$ cat config.mk
export PLATFORM = sky130hd
export DESIGN_NAME = seg7_scan_driver
export DESIGN_NICKNAME = d
export VERILOG_FILES = /design/src/rtl/seg7_scan_driver.sv
export SDC_FILE = /design/constraint.sdc
export NUM_CORES = 1
export LEC_CHECK = 0
export BUFFER_PORTS_ARGS = -buffer_cell sky130_fd_sc_hd__buf_2
export CELL_PAD_IN_SITES_DETAIL_PLACEMENT = 0
export CELL_PAD_IN_SITES_GLOBAL_PLACEMENT = 1
export CORE_ASPECT_RATIO = 0.75
export CORE_MARGIN = 1.5
export CORE_UTILIZATION = 29
export DETAILED_ROUTE_END_ITERATION = 16
export PLACE_DENSITY = 0.51
export SYNTH_ARGS = -nofsm -noshare
export SYNTH_HDL_FRONTEND = slang
export SYNTH_SLANG_ARGS = --single-unit
$ cat constraint.sdc
create_clock -name clk -period 4.2 [get_ports clk]
set_clock_uncertainty 0.2 [all_clocks]
set_input_delay 0.42 -clock clk [delete_from_list [all_inputs] [get_ports clk]]
set_output_delay 0.42 -clock clk [all_outputs]
set_load 0.03 [all_outputs]
$ cat src/rtl/seg7_scan_driver.sv
// rtl/seg7_scan_driver.sv - time-multiplexed N-digit common-anode seven-segment driver
//
// Scans NUM_DIGITS digits, one slot of REFRESH_DIV clocks each. New display data
// is captured into a pending register on load and moved into the shadow register
// only at a frame boundary, so a frame is never torn. All display outputs are
// registered and lag the slot counters by one cycle.
//
// Optional feature macro: SEG7_DIM_EN
//   defined   - PWM dimming inside each slot, duty set by brightness
//               (sampled at the start of every slot).
//   undefined - brightness is ignored, no dimming logic is built.
//
// Ports:
//   clk         system clock
//   rst_n       asynchronous active-low reset
//   value       hex nibbles, digit k = value[4k+3:4k]
//   dp_in       decimal point per digit, 1 = lit
//   blank_in    per digit, 1 = dark
//   load        capture value/dp_in/blank_in into the pending register
//   enable      0 = display dark, counters and load path keep running
//   brightness  duty level (SEG7_DIM_EN only)
//   seg         {g,f,e,d,c,b,a}, active low
//   dp          decimal point, active low
//   an          digit anodes, active low
//   digit_idx   current slot index
//   frame_done  one-cycle pulse in the last cycle of every frame
module seg7_scan_driver #(
    parameter int NUM_DIGITS  = 4,
    parameter int REFRESH_DIV = 100000,
    parameter int DIM_BITS    = 4
) (
    input  logic                                              clk,
    input  logic                                              rst_n,
    input  logic [4*NUM_DIGITS-1:0]                           value,
    input  logic [NUM_DIGITS-1:0]                             dp_in,
    input  logic [NUM_DIGITS-1:0]                             blank_in,
    input  logic                                              load,
    input  logic                                              enable,
    input  logic [DIM_BITS-1:0]                               brightness,
    output logic [6:0]                                        seg,
    output logic                                              dp,
    output logic [NUM_DIGITS-1:0]                             an,
    output logic [((NUM_DIGITS > 1) ? $clog2(NUM_DIGITS) : 1)-1:0] digit_idx,
    output logic                                              frame_done
);

    localparam int IDX_W = (NUM_DIGITS > 1) ? $clog2(NUM_DIGITS) : 1;
    localparam int CNT_W = $clog2(REFRESH_DIV);
    localparam logic [CNT_W-1:0] LAST_CNT = CNT_W'(REFRESH_DIV - 1);
    localparam logic [IDX_W-1:0] LAST_IDX = IDX_W'(NUM_DIGITS - 1);

    function automatic logic [6:0] hex_to_seg(input logic [3:0] nib);
        logic [6:0] s;
        case (nib)
            4'h0: s = 7'b1000000;
            4'h1: s = 7'b1111001;
            4'h2: s = 7'b0100100;
            4'h3: s = 7'b0110000;
            4'h4: s = 7'b0011001;
            4'h5: s = 7'b0010010;
            4'h6: s = 7'b0000010;
            4'h7: s = 7'b1111000;
            4'h8: s = 7'b0000000;
            4'h9: s = 7'b0010000;
            4'hA: s = 7'b0001000;
            4'hB: s = 7'b0000011;
            4'hC: s = 7'b1000110;
            4'hD: s = 7'b0100001;
            4'hE: s = 7'b0000110;
            default: s = 7'b0001110;
        endcase
        return s;
    endfunction

    logic [CNT_W-1:0]        div_cnt_q, div_cnt_d;
    logic [IDX_W-1:0]        digit_idx_q, digit_idx_d;
    logic                    frame_done_q, frame_done_d;

    logic [4*NUM_DIGITS-1:0] pend_val_q, pend_val_d;
    logic [NUM_DIGITS-1:0]   pend_dp_q, pend_dp_d;
    logic [NUM_DIGITS-1:0]   pend_blank_q, pend_blank_d;
    logic                    pend_valid_q, pend_valid_d;

    logic [4*NUM_DIGITS-1:0] shad_val_q, shad_val_d;
    logic [NUM_DIGITS-1:0]   shad_dp_q, shad_dp_d;
    logic [NUM_DIGITS-1:0]   shad_blank_q, shad_blank_d;

    logic [NUM_DIGITS-1:0]   an_q, an_d;
    logic [6:0]              seg_q, seg_d;
    logic                    dp_q, dp_d;

    logic [3:0]              cur_nib;
    logic                    lit;

`ifdef SEG7_DIM_EN
    localparam int unsigned STEP = REFRESH_DIV >> DIM_BITS;
    logic [DIM_BITS-1:0] bright_q, bright_d;

    // Brightness only changes at slot starts so the duty of a slot is stable.
    always_comb begin
        bright_d = bright_q;
        if (div_cnt_q == '0) begin
            bright_d = brightness;
        end
    end
`else
    logic unused_brightness;
    assign unused_brightness = ^brightness;
`endif

    // Slot / digit counters. frame_done is registered from the next state so it
    // is high exactly while the counters sit on the last cycle of the frame.
    always_comb begin
        div_cnt_d   = div_cnt_q + CNT_W'(1);
        digit_idx_d = digit_idx_q;
        if (div_cnt_q == LAST_CNT) begin
            div_cnt_d   = '0;
            digit_idx_d = (digit_idx_q == LAST_IDX) ? '0 : digit_idx_q + IDX_W'(1);
        end
        frame_done_d = (div_cnt_d == LAST_CNT) && (digit_idx_d == LAST_IDX);
    end

    // Pending/shadow handoff. The boundary transfer reads the old pending value,
    // so a load on the boundary cycle lands in pending for the following frame.
    always_comb begin
        pend_val_d   = pend_val_q;
        pend_dp_d    = pend_dp_q;
        pend_blank_d = pend_blank_q;
        pend_valid_d = pend_valid_q;
        shad_val_d   = shad_val_q;
        shad_dp_d    = shad_dp_q;
        shad_blank_d = shad_blank_q;
        if (frame_done_q && pend_valid_q) begin
            shad_val_d   = pend_val_q;
            shad_dp_d    = pend_dp_q;
            shad_blank_d = pend_blank_q;
            pend_valid_d = 1'b0;
        end
        if (load) begin
            pend_val_d   = value;
            pend_dp_d    = dp_in;
            pend_blank_d = blank_in;
            pend_valid_d = 1'b1;
        end
    end

    // Display decode. div_cnt == 0 is kept dark so the previous digit's
    // segments never bleed into the next anode while drivers switch.
    always_comb begin
        cur_nib = shad_val_q[{digit_idx_q, 2'b00} +: 4];
        lit     = enable && !shad_blank_q[digit_idx_q] && (div_cnt_q != '0);
`ifdef SEG7_DIM_EN
        lit     = lit && (32'(div_cnt_q) < STEP * (32'(bright_q) + 32'd1));
`endif
        an_d  = '1;
        seg_d = 7'b1111111;
        dp_d  = 1'b1;
        if (lit) begin
            an_d[digit_idx_q] = 1'b0;
            seg_d             = hex_to_seg(cur_nib);
            dp_d              = ~shad_dp_q[digit_idx_q];
        end
    end

    always_ff @(posedge clk or negedge rst_n) begin
        if (!rst_n) begin
            div_cnt_q    <= '0;
            digit_idx_q  <= '0;
            frame_done_q <= 1'b0;
            pend_val_q   <= '0;
            pend_dp_q    <= '0;
            pend_blank_q <= '0;
            pend_valid_q <= 1'b0;
            shad_val_q   <= '0;
            shad_dp_q    <= '0;
            shad_blank_q <= '0;
            an_q         <= '1;
            seg_q        <= 7'b1111111;
            dp_q         <= 1'b1;
`ifdef SEG7_DIM_EN
            bright_q     <= '0;
`endif
        end else begin
            div_cnt_q    <= div_cnt_d;
            digit_idx_q  <= digit_idx_d;
            frame_done_q <= frame_done_d;
            pend_val_q   <= pend_val_d;
            pend_dp_q    <= pend_dp_d;
            pend_blank_q <= pend_blank_d;
            pend_valid_q <= pend_valid_d;
            shad_val_q   <= shad_val_d;
            shad_dp_q    <= shad_dp_d;
            shad_blank_q <= shad_blank_d;
            an_q         <= an_d;
            seg_q        <= seg_d;
            dp_q         <= dp_d;
`ifdef SEG7_DIM_EN
            bright_q     <= bright_d;
`endif
        end
    end

    assign seg        = seg_q;
    assign dp         = dp_q;
    assign an         = an_q;
    assign digit_idx  = digit_idx_q;
    assign frame_done = frame_done_q;

endmodule

* Word-level counts from Yosys, hierarchy flattened
Memory sizes are Yosys's and may differ from the RTL's.
Cells that the tools add are included.
** Storage, ports and cells
- Bits in registers :: 81
- Bits in latches :: 0
- RAM bits :: 0
- Memory bits (read-only) :: 112
- Input port bits :: 32
- Output and inout bits :: 15
- Memories kept :: 1
** Cells by class
- Add/sub/neg operators :: 2
- $mul :: 0
- Div/mod/pow operators :: 0
- $lt $le $gt $ge :: 2
- Equality and inequality tests :: 4
- Shifts and indexed selects :: 1
- Muxes and demuxes :: 14
- Bitwise logic cells :: 2
- Reductions and logical operators :: 8
** Memory list
- (no name shown) :: depth 16, bits a word 7, read ports 1, clocked after Yosys merged registers in 0, wr ports 0, RTL line 54 : case (nib)
** Operator list (number)
- 17-bit equality test (second input constant) :: 2
- 17-bit by 1-bit adder with 17-bit output (second input constant) :: 1
- 17-bit 2-to-1 mux :: 1
- 17-bit nonzero test :: 1
- 16-bit by 5-bit variable part select with 4-bit output :: 1
- 7-bit 2-to-1 mux :: 1
- 1-bit 2-to-1 mux :: 6
- 1-bit logical AND :: 5
- 1-bit binary-select mux with 2-bit select :: 2
- 2-bit equality test (second input constant) :: 2
- 2-bit 2-to-1 mux :: 2
- 4-bit 2-to-1 mux :: 1
- 4-bit inverter :: 1
- 2-bit by 3-bit less-than comparator with 1-bit output (second input constant) :: 1
- 2-bit by 1-bit adder with 2-bit output (second input constant) :: 1
- 1-bit demux with 2-bit select :: 1
- 2-bit by 1-bit greater-or-equal comparator with 1-bit output (second input constant) :: 1
- 2-bit nonzero test :: 1
- 1-bit zero test :: 1
- 1-bit inverter :: 1

* Longest topological paths before layout
- Word-level depth :: 6
- Mapped depth :: 9
- Gate-level depth less buffers :: 8

* Least setup slack after synthesis
OpenSTA, ideal clock, no wires.
- Path type :: reg2reg
- Start :: register digit_idx_q[0] (netlist: digit_idx[0])
- End :: register seg_q[3] (netlist: seg[3])
- Library setup time :: 63 ps
- Arrival :: 2242 ps
- Data required time :: 3937 ps
- Path slack :: 1695 ps
- Cell stages (with the launch flop) :: 9
- Buffers on the path :: 1
- Period minus slack after synthesis :: 2505 ps
- Cell sequence :: dfrtp_1 -> buf_2 -> mux4_2 -> inv_1 -> ha_1 -> nor2_1 -> a21oi_1 -> mux2_2 -> nand2_1
** On the way
- Longest elaborated chain between the ends :: 6
- Elaborated cells between the ends (all ways) :: 8
** RTL lines
- start: declaration :: RTL line 76 : logic [IDX_W-1:0] digit_idx_q, digit_idx_d;
- start signal: assignment :: RTL line 185 : digit_idx_q <= digit_idx_d;
- branches (longest 5 deep; another with memory read 16 x 7 bit)
- 7-bit 2-to-1 mux (*) :: RTL line 158 : if (lit) begin
- via seg_d[3] :: RTL line 89 : logic [6:0] seg_q, seg_d;
- end signal: assignment :: RTL line 195 : seg_q <= seg_d;
- end: declaration :: RTL line 89
Mark *: on every way through the listed nets, which the timed path passes. The select of a mux whose other input is x is not followed.
A chain may end at the register's enable or synchronous reset.

* Worst setup path after layout
Same ends and word-level chain as after synthesis.

==> results.toml <==
[global_routing]
grt_use_total = 0.124
grt-ovfl-total = 0
grt_max_degree = 82
grt_pass1_wl_um = 13100
grt_pass1_vias = 2396
antenna_found_initial = 0

[hold_path]
hold_path.class = "in -> async"

[sta]
tns_ps = 0
finalHoldViolCount = 0
slew-limit-headroom = 0.282
finalSetupViolations = 0
drv_slew = 0
fin_crit_sh = 0.638
tightest_slew_ps = 1070
rsz0062_at_grt = "false"
period_needed_ps = 2680
fmax_mhz = 373
hold_ws_ps = 45.2

[floorplanning]
core_um2 = 12900
ioPinCount = 47
initial_utilization = 0.295
die_area_um2 = 13900
fp-row-count = 36
die_h_um = 102
die_w_um = 135

[routing]
drtIter0Drc = 103
dr.pass1.iters = 4
vias_per_cell = 4.58
wl_um = 7710
wl_per_cell_um = 15.0
vias = 2359
antenna_left = 0
drcViolationCount = 0

[cells_and_area]
syn_to_final_growth_pct = 17.0
mostFrequentLayoutCells = "dfrtp_1, mux2_2, buf_2"
fin_nets = 383
finalNonFillerCells = 515
fin_area_um2 = 4460
drive_gt1_frac = 0.390
final_core_util = 0.345
mostFrequentLayoutCell = "dfrtp_1"
n_antenna_cell = 0

[yosys]
syn-mean-instance-area_um2 = 12.5
synth_edf_count = 0
syn_area_um2 = 3810
ys_types = 47
synth-seq-cells = 81
syn_nets = 348
synthCells = 304
ys.flop_type = "dfrtp_1"
synth.yosys.seq_area_share = 0.535
ys_async_sr_fraction = 1.00
ys_warn_count = 0

[place]
place_inst = 499
dp_hpwl_um = 5280
numPortBuffers = 42
place.gp.congestion = 0.749
place_area_um2 = 4150

[run]
drv_cap = 0

[critical_path]
worstSetupPathType = "reg -> reg"
cp_data_arrival_time_ps = 2750
worst_setup_path_start_kind = "flop"
crit_path_max_fanout = 12
cp_data_required_time_ps = 4270
endpoint_kind = "flop"

[pwr]
p_comb_frac = 0.043
peakVddDrop_mv = 0.197
internal_power_mw = 1.32
seq_power_share = 0.482
clkPwrFrac = 0.475
switching_power_mw = 0.389
p_leak_nw = 1.95
power.density_nw_per_um2 = 382
netSwitchingFraction = 0.228

[cts]
cts_sinks = 81
cts-hold-fix-buffers = 0
post_cts_buffers = 0
cts_tree = "yes"
cts_buffer_depth = 2
h-tree-depth = 3
path_clk_slew_ps = 60
cts_buffers = 9
clockRootBuffer = "clkbuf_16"
worstSkewPairLatency_ps = 330
post_cts_resized = 0

[status]
status = "completed"
==> state kept, by name, summed over array words and instances (netlist names) <==
signal / flops
digit_idx: 2
shad_blank_q: 4
frame_done: 1
shad_dp_q: 4
dp: 1
pend_valid_q: 1
seg: 7
pend_blank_q: 4
an: 4
pend_dp_q: 4
shad_val_q: 16
pend_val_q: 16
div_cnt_q: 17
==> cell type report <==
class | count | area, um^2
clock buffers | 9 | 225
clock inverters | 7 | 85.1
fillers | 1305 | 8460
inverters | 11 | 41.3
multi-input cells | 193 | 1640
flip-flops and latches | 81 | 2040
well taps | 171 | 214
repair buffers | 43 | 220
==> layer usage <==
layer / vias up / track usage / share of wire
li1: 1141 / - / -
met1: 1163 / 0.187 / 0.54
met2: 51 / 0.172 / 0.41
met3: 4 / 0.0357 / 0.043
met4: 0 / 0.0323 / 0.0069
met5: - / 0 / 0
==> critical path: stages, from the launching register on <==
cell     delay (ps)
dfrtp_1         770
mux4_2          700
inv_1           150
ha_1            220
inv_1            90
nor2_1          110
a21oi_1          50
mux2_2          260
nand2_1          60
==> worst paths after layout <==
kind / startpoint / end / slack [ps] / depth (start not counted)
min reg2reg: pend_valid_q / pend_valid_q / 270 / 1
max reg2reg: digit_idx[0] / seg[3] / 1520 / 8
max: digit_idx[0] / seg[3] / 1520 / 8
max in group asynchronous: rst_n / div_cnt_q[2] / 3050 / 1
min: rst_n / div_cnt_q[11] / 50 / 1
min in group clk: value[9] / pend_val_q[9] / 110 / 2
==> power groups by stage <==
| stage | sequential, mW | combinational [mW] | clock [mW] |
|---|---|---|---|
| floorplan | 0.840 | 0.0315 | 0 |
| detailed placement | 0.837 | 0.0764 | 0 |
| finish | 0.822 | 0.0734 | 0.810 |
| global placement | 0.837 | 0.0749 | 0 |
| CTS | 0.822 | 0.0766 | 0.842 |
| global route | 0.825 | 0.0831 | 0.886 |
==> stage by stage <==
stage	total power [mW]	setup slack, ps
floorplan	0.871	1700
global placement	0.912	1500
detailed placement	0.913	1470
CTS	1.74	1480
global route	1.79	1290
finish	1.70	1520
==> kinds of logic after synthesis <==
group | Yosys count | synth area share
buffers and inverters | 30 | 0.0361
adder cells (fa/ha/maj) | 12 | 0.0394
AO/OA/AOI/OAI | 24 | 0.0456
AND/OR/NAND/NOR | 85 | 0.124
multiplexers | 56 | 0.183
XOR/XNOR | 16 | 0.0367
flip-flops | 81 | 0.535
==> synthesized netlist by cell type, types with 4 or more instances <==
master,count,share of area
nand4_1,5,0.0082
dfstp_2,12,0.083
xnor2_1,9,0.021
buf_2,5,0.0066
nand3_1,8,0.010
mux2_2,49,0.14
ha_1,12,0.039
xor2_1,7,0.016
nor4_1,8,0.013
dfrtp_1,69,0.45
a21oi_1,5,0.0066
inv_1,11,0.011
clkbuf_1,9,0.0089
nor2_1,21,0.021
mux4_2,6,0.035
o21ai_0,4,0.0052
nand2_1,20,0.020
Note: power is estimated with default switching activity, not from simulation.
